==> src/rtl/uart_boot_pkg.sv <==
// Shared types and constants for the UART boot host: FSM state encoding,
// default sync bytes and a little-endian byte-select helper.
package uart_boot_pkg;

   typedef enum logic [2:0] {
      ST_IDLE,
      ST_WAIT_SYNC_PROG,
      ST_SEND_SIZE,
      ST_SEND_PROG,
      ST_WAIT_SYNC_STDIN,
      ST_SEND_STDIN,
      ST_CAPTURE
   } boot_state_t;

   localparam logic [7:0] SYNC_PROG_DEF  = 8'h99;
   localparam logic [7:0] SYNC_STDIN_DEF = 8'hAA;

   // Byte idx of a 32-bit word, byte 0 = bits 7:0.
   function automatic logic [7:0] le_byte(
      input logic [31:0] w,
      input logic [1:0]  idx
   );
      logic [7:0] b;
      b = w[7:0];
      unique case (idx)
         2'd0: b = w[7:0];
         2'd1: b = w[15:8];
         2'd2: b = w[23:16];
         2'd3: b = w[31:24];
      endcase
      return b;
   endfunction

endpackage

==> src/rtl/uart_tx_pacer.sv <==
// Paces byte hand-off to a UART transmitter.
// Ports: i_req/i_data = byte offered by the host, o_accept = byte taken
// this cycle; o_tx_start/o_tx_data = registered strobe and data to the
// transmitter; i_tx_busy = transmitter busy.
module uart_tx_pacer (
   input  logic       clk,
   input  logic       reset_n,
   input  logic       i_req,
   input  logic [7:0] i_data,
   input  logic       i_tx_busy,
   output logic       o_accept,
   output logic       o_tx_start,
   output logic [7:0] o_tx_data
);

   logic       r_tx_start;
   logic [7:0] r_tx_data;

   // Blocking on our own previous strobe leaves the transmitter one
   // cycle to raise busy before the next byte can be issued.
   assign o_accept = i_req & ~i_tx_busy & ~r_tx_start;

   always_ff @(posedge clk) begin
      if (!reset_n) begin
         r_tx_start <= 1'b0;
         r_tx_data  <= 8'h00;
      end else begin
         r_tx_start <= o_accept;
         if (o_accept) r_tx_data <= i_data;
      end
   end

   assign o_tx_start = r_tx_start;
   assign o_tx_data  = r_tx_data;

endmodule

==> src/rtl/uart_boot_host.sv <==
// Boot host: waits for the target's sync bytes, sends program size, program
// words and stdin over UART, then captures the target's output bytes.
// Ports: i_start/i_prog_len_words start a run; o_prog_addr/i_prog_rdata and
// o_stdin_addr/i_stdin_rdata read sources (1-cycle latency); o_tx_* and
// i_tx_busy drive the transmitter; i_rx_* come from the receiver;
// o_res_* write the result buffer; o_busy/o_done/o_err_* report status.
module uart_boot_host
   import uart_boot_pkg::*;
#(
   parameter int         PROG_WORDS_MAX = 1024,
   parameter int         STDIN_BYTES    = 32,
   parameter int         RESULT_DEPTH   = 4096,
   parameter logic [7:0] SYNC_PROG      = SYNC_PROG_DEF,
   parameter logic [7:0] SYNC_STDIN     = SYNC_STDIN_DEF,
   parameter int         IDLE_TIMEOUT   = 100000,
   localparam int LW  = $clog2(PROG_WORDS_MAX + 1),
   localparam int PAW = (PROG_WORDS_MAX > 1) ? $clog2(PROG_WORDS_MAX) : 1,
   localparam int SAW = (STDIN_BYTES > 1) ? $clog2(STDIN_BYTES) : 1,
   localparam int RAW = $clog2(RESULT_DEPTH),
   localparam int CW  = RAW + 1
) (
   input  logic           clk,
   input  logic           reset_n,
   input  logic           i_start,
   input  logic [LW-1:0]  i_prog_len_words,
   output logic [PAW-1:0] o_prog_addr,
   input  logic [31:0]    i_prog_rdata,
   output logic [SAW-1:0] o_stdin_addr,
   input  logic [7:0]     i_stdin_rdata,
   output logic [7:0]     o_tx_data,
   output logic           o_tx_start,
   input  logic           i_tx_busy,
   input  logic [7:0]     i_rx_data,
   input  logic           i_rx_valid,
   input  logic           i_rx_ferr,
   output logic           o_res_we,
   output logic [RAW-1:0] o_res_waddr,
   output logic [7:0]     o_res_wdata,
   output logic [CW-1:0]  o_res_count,
   output logic           o_busy,
   output logic           o_done,
   output logic           o_err_ferr,
   output logic           o_err_overflow
);

   localparam int TW = $clog2(IDLE_TIMEOUT + 1);

   boot_state_t    r_state;
   logic [LW-1:0]  r_len;
   logic [1:0]     r_bidx;
   logic [PAW-1:0] r_prog_addr;
   logic [SAW-1:0] r_stdin_addr;
   logic           r_fetch;
   logic [CW-1:0]  r_res_count;
   logic [TW-1:0]  r_idle;
   logic           r_busy;
   logic           r_done;
   logic           r_err_ferr;
   logic           r_err_ovf;

   logic [LW-1:0]  w_len_clamped;
   logic [31:0]    w_size;
   logic           w_req;
   logic [7:0]     w_byte;
   logic           w_accept;
   logic           w_rx_ok;
   logic           w_cap;
   logic           w_full;
   logic           w_last_word;
   logic           w_last_stdin;

   assign w_len_clamped = (i_prog_len_words > LW'(PROG_WORDS_MAX))
                        ? LW'(PROG_WORDS_MAX) : i_prog_len_words;
   assign w_size = {{(30 - LW){1'b0}}, r_len, 2'b00};

   assign w_rx_ok = i_rx_valid & ~i_rx_ferr;
   assign w_cap   = (r_state == ST_SEND_STDIN) | (r_state == ST_CAPTURE);
   assign w_full  = (r_res_count == CW'(RESULT_DEPTH));

   assign w_last_word  = (LW'(r_prog_addr) + LW'(1)) == r_len;
   assign w_last_stdin = (r_stdin_addr == SAW'(STDIN_BYTES - 1));

   // r_fetch masks the cycle after a read-address step, so source data
   // is only consumed once its one-cycle read latency has elapsed.
   always_comb begin
      w_req  = 1'b0;
      w_byte = 8'h00;
      unique case (r_state)
         ST_SEND_SIZE: begin
            w_req  = 1'b1;
            w_byte = le_byte(w_size, r_bidx);
         end
         ST_SEND_PROG: begin
            w_req  = ~r_fetch;
            w_byte = le_byte(i_prog_rdata, r_bidx);
         end
         ST_SEND_STDIN: begin
            w_req  = ~r_fetch;
            w_byte = i_stdin_rdata;
         end
         default: ;
      endcase
   end

   uart_tx_pacer u_pacer (
      .clk        (clk),
      .reset_n    (reset_n),
      .i_req      (w_req),
      .i_data     (w_byte),
      .i_tx_busy  (i_tx_busy),
      .o_accept   (w_accept),
      .o_tx_start (o_tx_start),
      .o_tx_data  (o_tx_data)
   );

   always_ff @(posedge clk) begin
      if (!reset_n) begin
         r_state      <= ST_IDLE;
         r_len        <= '0;
         r_bidx       <= 2'd0;
         r_prog_addr  <= '0;
         r_stdin_addr <= '0;
         r_fetch      <= 1'b0;
         r_res_count  <= '0;
         r_idle       <= '0;
         r_busy       <= 1'b0;
         r_done       <= 1'b0;
         r_err_ferr   <= 1'b0;
         r_err_ovf    <= 1'b0;
      end else begin
         r_fetch <= 1'b0;
         if (o_res_we) r_res_count <= r_res_count + 1'b1;
         if (w_cap & w_rx_ok & w_full) r_err_ovf <= 1'b1;
         if ((r_state != ST_IDLE) & i_rx_valid & i_rx_ferr)
            r_err_ferr <= 1'b1;

         unique case (r_state)
            ST_IDLE: begin
               if (i_start) begin
                  r_state      <= ST_WAIT_SYNC_PROG;
                  r_len        <= w_len_clamped;
                  r_bidx       <= 2'd0;
                  r_prog_addr  <= '0;
                  r_stdin_addr <= '0;
                  r_res_count  <= '0;
                  r_busy       <= 1'b1;
                  r_done       <= 1'b0;
                  r_err_ferr   <= 1'b0;
                  r_err_ovf    <= 1'b0;
               end
            end
            ST_WAIT_SYNC_PROG: begin
               if (w_rx_ok && i_rx_data == SYNC_PROG) begin
                  r_state <= ST_SEND_SIZE;
                  r_bidx  <= 2'd0;
               end
            end
            ST_SEND_SIZE: begin
               if (w_accept) begin
                  r_bidx <= r_bidx + 2'd1;
                  if (r_bidx == 2'd3)
                     r_state <= (r_len == '0) ? ST_WAIT_SYNC_STDIN
                                              : ST_SEND_PROG;
               end
            end
            ST_SEND_PROG: begin
               if (w_accept) begin
                  r_bidx <= r_bidx + 2'd1;
                  if (r_bidx == 2'd3) begin
                     if (w_last_word) begin
                        r_state <= ST_WAIT_SYNC_STDIN;
                     end else begin
                        r_prog_addr <= r_prog_addr + 1'b1;
                        r_fetch     <= 1'b1;
                     end
                  end
               end
            end
            ST_WAIT_SYNC_STDIN: begin
               if (w_rx_ok && i_rx_data == SYNC_STDIN)
                  r_state <= ST_SEND_STDIN;
            end
            ST_SEND_STDIN: begin
               if (w_accept) begin
                  if (w_last_stdin) begin
                     r_state <= ST_CAPTURE;
                     r_idle  <= '0;
                  end else begin
                     r_stdin_addr <= r_stdin_addr + 1'b1;
                     r_fetch      <= 1'b1;
                  end
               end
            end
            ST_CAPTURE: begin
               if (i_rx_valid) begin
                  r_idle <= '0;
               end else if (r_idle == TW'(IDLE_TIMEOUT - 1)) begin
                  r_state <= ST_IDLE;
                  r_busy  <= 1'b0;
                  r_done  <= 1'b1;
               end else begin
                  r_idle <= r_idle + 1'b1;
               end
            end
            default: r_state <= ST_IDLE;
         endcase
      end
   end

   // Write strobe is combinational so data lands in the rx_valid cycle.
   assign o_res_we       = reset_n & w_cap & w_rx_ok & ~w_full;
   assign o_res_waddr    = r_res_count[RAW-1:0];
   assign o_res_wdata    = i_rx_data;
   assign o_res_count    = r_res_count;
   assign o_prog_addr    = r_prog_addr;
   assign o_stdin_addr   = r_stdin_addr;
   assign o_busy         = r_busy;
   assign o_done         = r_done;
   assign o_err_ferr     = r_err_ferr;
   assign o_err_overflow = r_err_ovf;

endmodule

==> config.mk <==
export PLATFORM = sky130hd
export DESIGN_NAME = uart_boot_host
export DESIGN_NICKNAME = d
export VERILOG_FILES = /design/src/rtl/uart_boot_pkg.sv /design/src/rtl/uart_tx_pacer.sv /design/src/rtl/uart_boot_host.sv
export SDC_FILE = /design/constraint.sdc
export NUM_CORES = 1
export LEC_CHECK = 0
export ABC_CLOCK_PERIOD_IN_PS = 7580
export CORE_MARGIN = 3
export CORE_UTILIZATION = 36
export DETAILED_ROUTE_END_ITERATION = 6
export DONT_BUFFER_PORTS = 1
export SLEW_MARGIN = 10
export SYNTH_ARGS = -nofsm -noshare
export SYNTH_HDL_FRONTEND = slang
export SYNTH_SLANG_ARGS = --single-unit
==> constraint.sdc <==
create_clock -name clk -period 7.58 [get_ports clk]
set_input_delay 1.516 -clock clk [delete_from_list [all_inputs] [get_ports clk]]
set_output_delay 1.516 -clock clk [all_outputs]
set_load 0.03 [all_outputs]
==> flow_results.org <==
** Run status
- The flow ran to the end, and the final reports show no timing, DRC or antenna violations.

** Critical path
- Counting cells, the worst reg-to-reg path comes to 8.
- By startpoint and endpoint, the worst setup path is classified as in -> out.
- The startpoint identified for the worst register-to-register timing path is o_prog_addr[0].
- Critical path arrival :: ~2.5 ns
- Startpoint class of the critical path :: primary input
- The slowest stage of the critical path belongs to the cell and3_1.
- STA classifies the critical path endpoint as an output port.
- CP max FO :: 6
- In this run the critical register-to-register path is captured at o_prog_addr[1].
- Tracing the worst setup path back leads to its startpoint at i_rx_valid.
- Max stage delay on crit path :: between 0.4 and 0.5 ns
- The most critical setup path has its endpoint at o_res_we.
- Endpoint required time on the critical path :: around 6.1 ns
- Crit-path cells :: nor2b_1 > o211a_1 > and3_1
- Across all register-to-register paths, the minimum setup slack is approximately 4.1 ns.

** Timing
- The final hold violation count is 0.
- Final number of max-transition violations :: 0
- Highest achievable clock rate :: ~250 MHz
- Setup repair after global routing left no endpoint under its margin.
- Final TNS setup :: 0 ns
- In the finished design, the share of the clock period the worst path needs comes to between 50% and 60%.
- After layout, the minimum clock period comes to a little under 4 ns.
- Slew at the pin closest to its max-slew limit :: between 1 and 1.5 ns
- Setup violations remaining at the end of the flow were counted as 0.
- Max-slew headroom at the worst pin :: 31.8%
- The clock arrives with between 0.006 and 0.007 ns of skew.

** Finish
- The repair_antennas step left the layout with diodes totalling 0.
- Compared with the post-synthesis result, the final layout area differs by 5.26%.
- Layout net count :: 604
- Fill cell count :: 1,242
- Share of layout cells above drive strength 1 :: ~5.4%
- Cells fill 39.3% of the core in the end.

** Power and ir drop
- VDD IR-drop max :: ~150 µV
- Power per Cell Area :: 244 mW/mm²
- For this design the static power due to leakage is around 0.0017 µW.

** Clock tree
- Buffer count from post-CTS setup fixing :: 0
- Buffers inserted to repair hold after CTS numbered 0.
- CTS saw 75 sinks.
- The number of gates resized after CTS was 0.
- TritonCTS clock tree :: yes
- Clock tree synthesis inserted a total of 9 buffers.
- The clock reaches the later pin of the worst-skew pair after approximately 0.34 ns.
- Library cell used as clock root buffer :: clkbuf_16
- Number of H-tree levels :: 3
- Clock-pin slew was measured on the worst setup and hold paths at 0.06 ns.
- Clock Tree Buf Depth :: 2

** Synth
- Post-synthesis register bit count :: 75
- The mapped netlist covers ~0.0045 mm².
- A synthesized cell averages about 8.0 µm².
- Main flop type after synthesis :: dfxtp_1
- Number of unique standard cell types used by synthesis :: 66
- Summing the areas of all compound-gate instances in the mapped netlist gives a little over a fifth of the synthesized area.
- Synthesized instance count :: 570
- Of the synthesized area, sequential elements account for 33.1%.
- Xor and xnor fraction of the mapped netlist area :: approximately 5.4%
- Area share of and/or/nand/nor cells after synthesis :: between 20% and 30%
- Yosys printed 0 warnings.
- Of the post-synthesis cell area, the part taken by muxes is 1.90%.
- Net count of the mapped netlist :: between 600 and 700
- Summing the areas of all fa, ha and maj instances in the mapped netlist gives ~2.8% of the synthesized area.
- By area, the combinational part of the netlist is dominated by simple AND/OR/NAND/NOR gates.
- After synthesis, the share of flip-flops with an asynchronous set or reset is 0%.
- Count of flip-flops with a built-in enable after synthesis :: 0

** Placement
- Detailed placement ended at an HPWL of around 9.3 mm.
- Global placement routability congestion :: a little under 0.9
- The count of buffers added on input and output ports is 0.

** Detailed routing
- Summed over all layers, the routed wires come to roughly 13 mm.
- DRC violation count after routing :: 0
- Drt initial violations :: about 340
- The first TritonRoute pass finished after 5 iterations.
- Wire length per cell :: between 15 and 20 µm
- In this run the remaining antenna-violating nets after routing total 0.
- Vias :: 4,138
- Vias/cell :: between 5 and 6

** Floorplanning
- Height of the die :: roughly 120 µm
- Std-Cell Core Area :: 0.0122 mm²
- Initial cell density of the core :: 37.3%
- Width of the die :: 118 µm
- The floorplan step defined a die boundary enclosing about 0.014 mm².
- I/O Pins :: around 130
- The floorplan has 40 rows.

** Global route
- The total overflow left after global routing is 0.
- Across every metal layer, demand over resource in global routing totals a little under a fifth.
- Vias in the first global route :: roughly 4k
- Largest net degree at the start of global routing :: 27
- The first global-routing pass estimated around 20 mm of wire.
- Initial antenna violation count :: 0

** Job
- Across the run, the number of max-cap violations was 0.

** Hold path
- In this run the worst hold path is classified as reg -> reg.
-- registers in the layout (all words and copies together), names as in the netlist --
name                flops
o_prog_addr            10
o_err_overflow          1
o_res_count            13
o_stdin_addr            5
o_err_ferr              1
o_busy                  1
r_fetch                 1
o_done                  1
r_len                  11
u_pacer.o_tx_data       8
r_bidx                  2
r_state                 3
r_idle                 17
u_pacer.o_tx_start      1
-- cell usage in the layout (no fill, tap or decap), types with 8 or more instances in the layout --
cell and instances:
a211oi_1 8, a22o_1 11, inv_1 16, xnor2_1 9, ha_1 10, a21oi_1 24, nand4_1 11, and3_1 17
nand3_1 20, a222oi_1 13, a31oi_1 8, dfxtp_1 75, or3_1 10, o21ai_0 31, nor4_1 10, clkbuf_16 9
nor3_1 15, nand2_1 53, xor2_1 19, nor2_1 59
-- power by group --
part	total, µW	internal, µW	switching, µW
Combinational	221	84.3	137
Sequential	490	418	71.6
Clock	456	287	169
Total	1170	790	377
-- worst min path at each step --
stage | startpoint | endpoint | cells after the start
global placement | r_idle[13] | r_idle[13] | 2
global route | r_idle[14] | r_idle[14] | 2
finish | r_idle[15] | r_idle[15] | 2
CTS | r_idle[14] | r_idle[14] | 2
floorplan | r_idle[14] | r_idle[14] | 2
detailed placement | r_idle[14] | r_idle[14] | 2
-- layout make-up --
type | count | area (µm²) | share of cell area, %
Timing Repair Buffer | 1 | 7.51 | 0.157
Inverter | 17 | 63.8 | 1.33
Clock inverter | 5 | 77.6 | 1.62
Sequential cell | 75 | 1500 | 31.4
Tap cell | 168 | 210 | 4.40
Clock buffer | 11 | 233 | 4.87
Multi-Input combinational cell | 425 | 2690 | 56.2
-- layer usage --
layer | up-vias | global-route usage (%) | part of all wire [%]
li1 | 2012 | - | -
met1 | 1937 | 22.6 | 44
met2 | 172 | 28.4 | 45
met3 | 17 | 6.84 | 8.4
met4 | 0 | 6.15 | 2.2
met5 | - | 0 | 0
-- cells in the mapped netlist, drive strengths merged (13+ instances only) --
library cell  number  area share, %
dfxtp             75             33
nor2              59            4.9
nand2             53            4.4
o21ai             32            3.5
buf               30            4.5
a21oi             25            2.8
clkbuf            23            1.9
nand3             20            2.2
xor2              19            3.7
and3              17            2.3
inv               16            1.3
nor3              15            1.7
a222oi            13            2.9
-- through the flow --
stage	std cells	instance area [µm²]	total power, µW	hold slack, ns	worst slack [ns]
after floorplan	570	4540	667	0.462	3.65
after global placement	686	4470	708	0.477	3.64
after detailed placement	686	4470	715	0.488	3.63
after CTS	702	4780	1180	0.499	3.63
after global routing	702	4780	1230	0.520	3.56
final	702	4780	1170	0.502	3.62
-- logic make-up (layout without fill, tap and decap cells) --
group,after synthesis,in the layout
mux,8,8
fa+ha+maj,10,10
compound gates,138,138
xor+xnor,28,28
simple gates,241,241
buf+inv,70,34
flops,75,75
-- critical path: cells and delay by family --
kind	cells	cell delay [ns]
compound gates	1	0.24
simple gates	2	0.69
(Power assumes the default switching activity.)
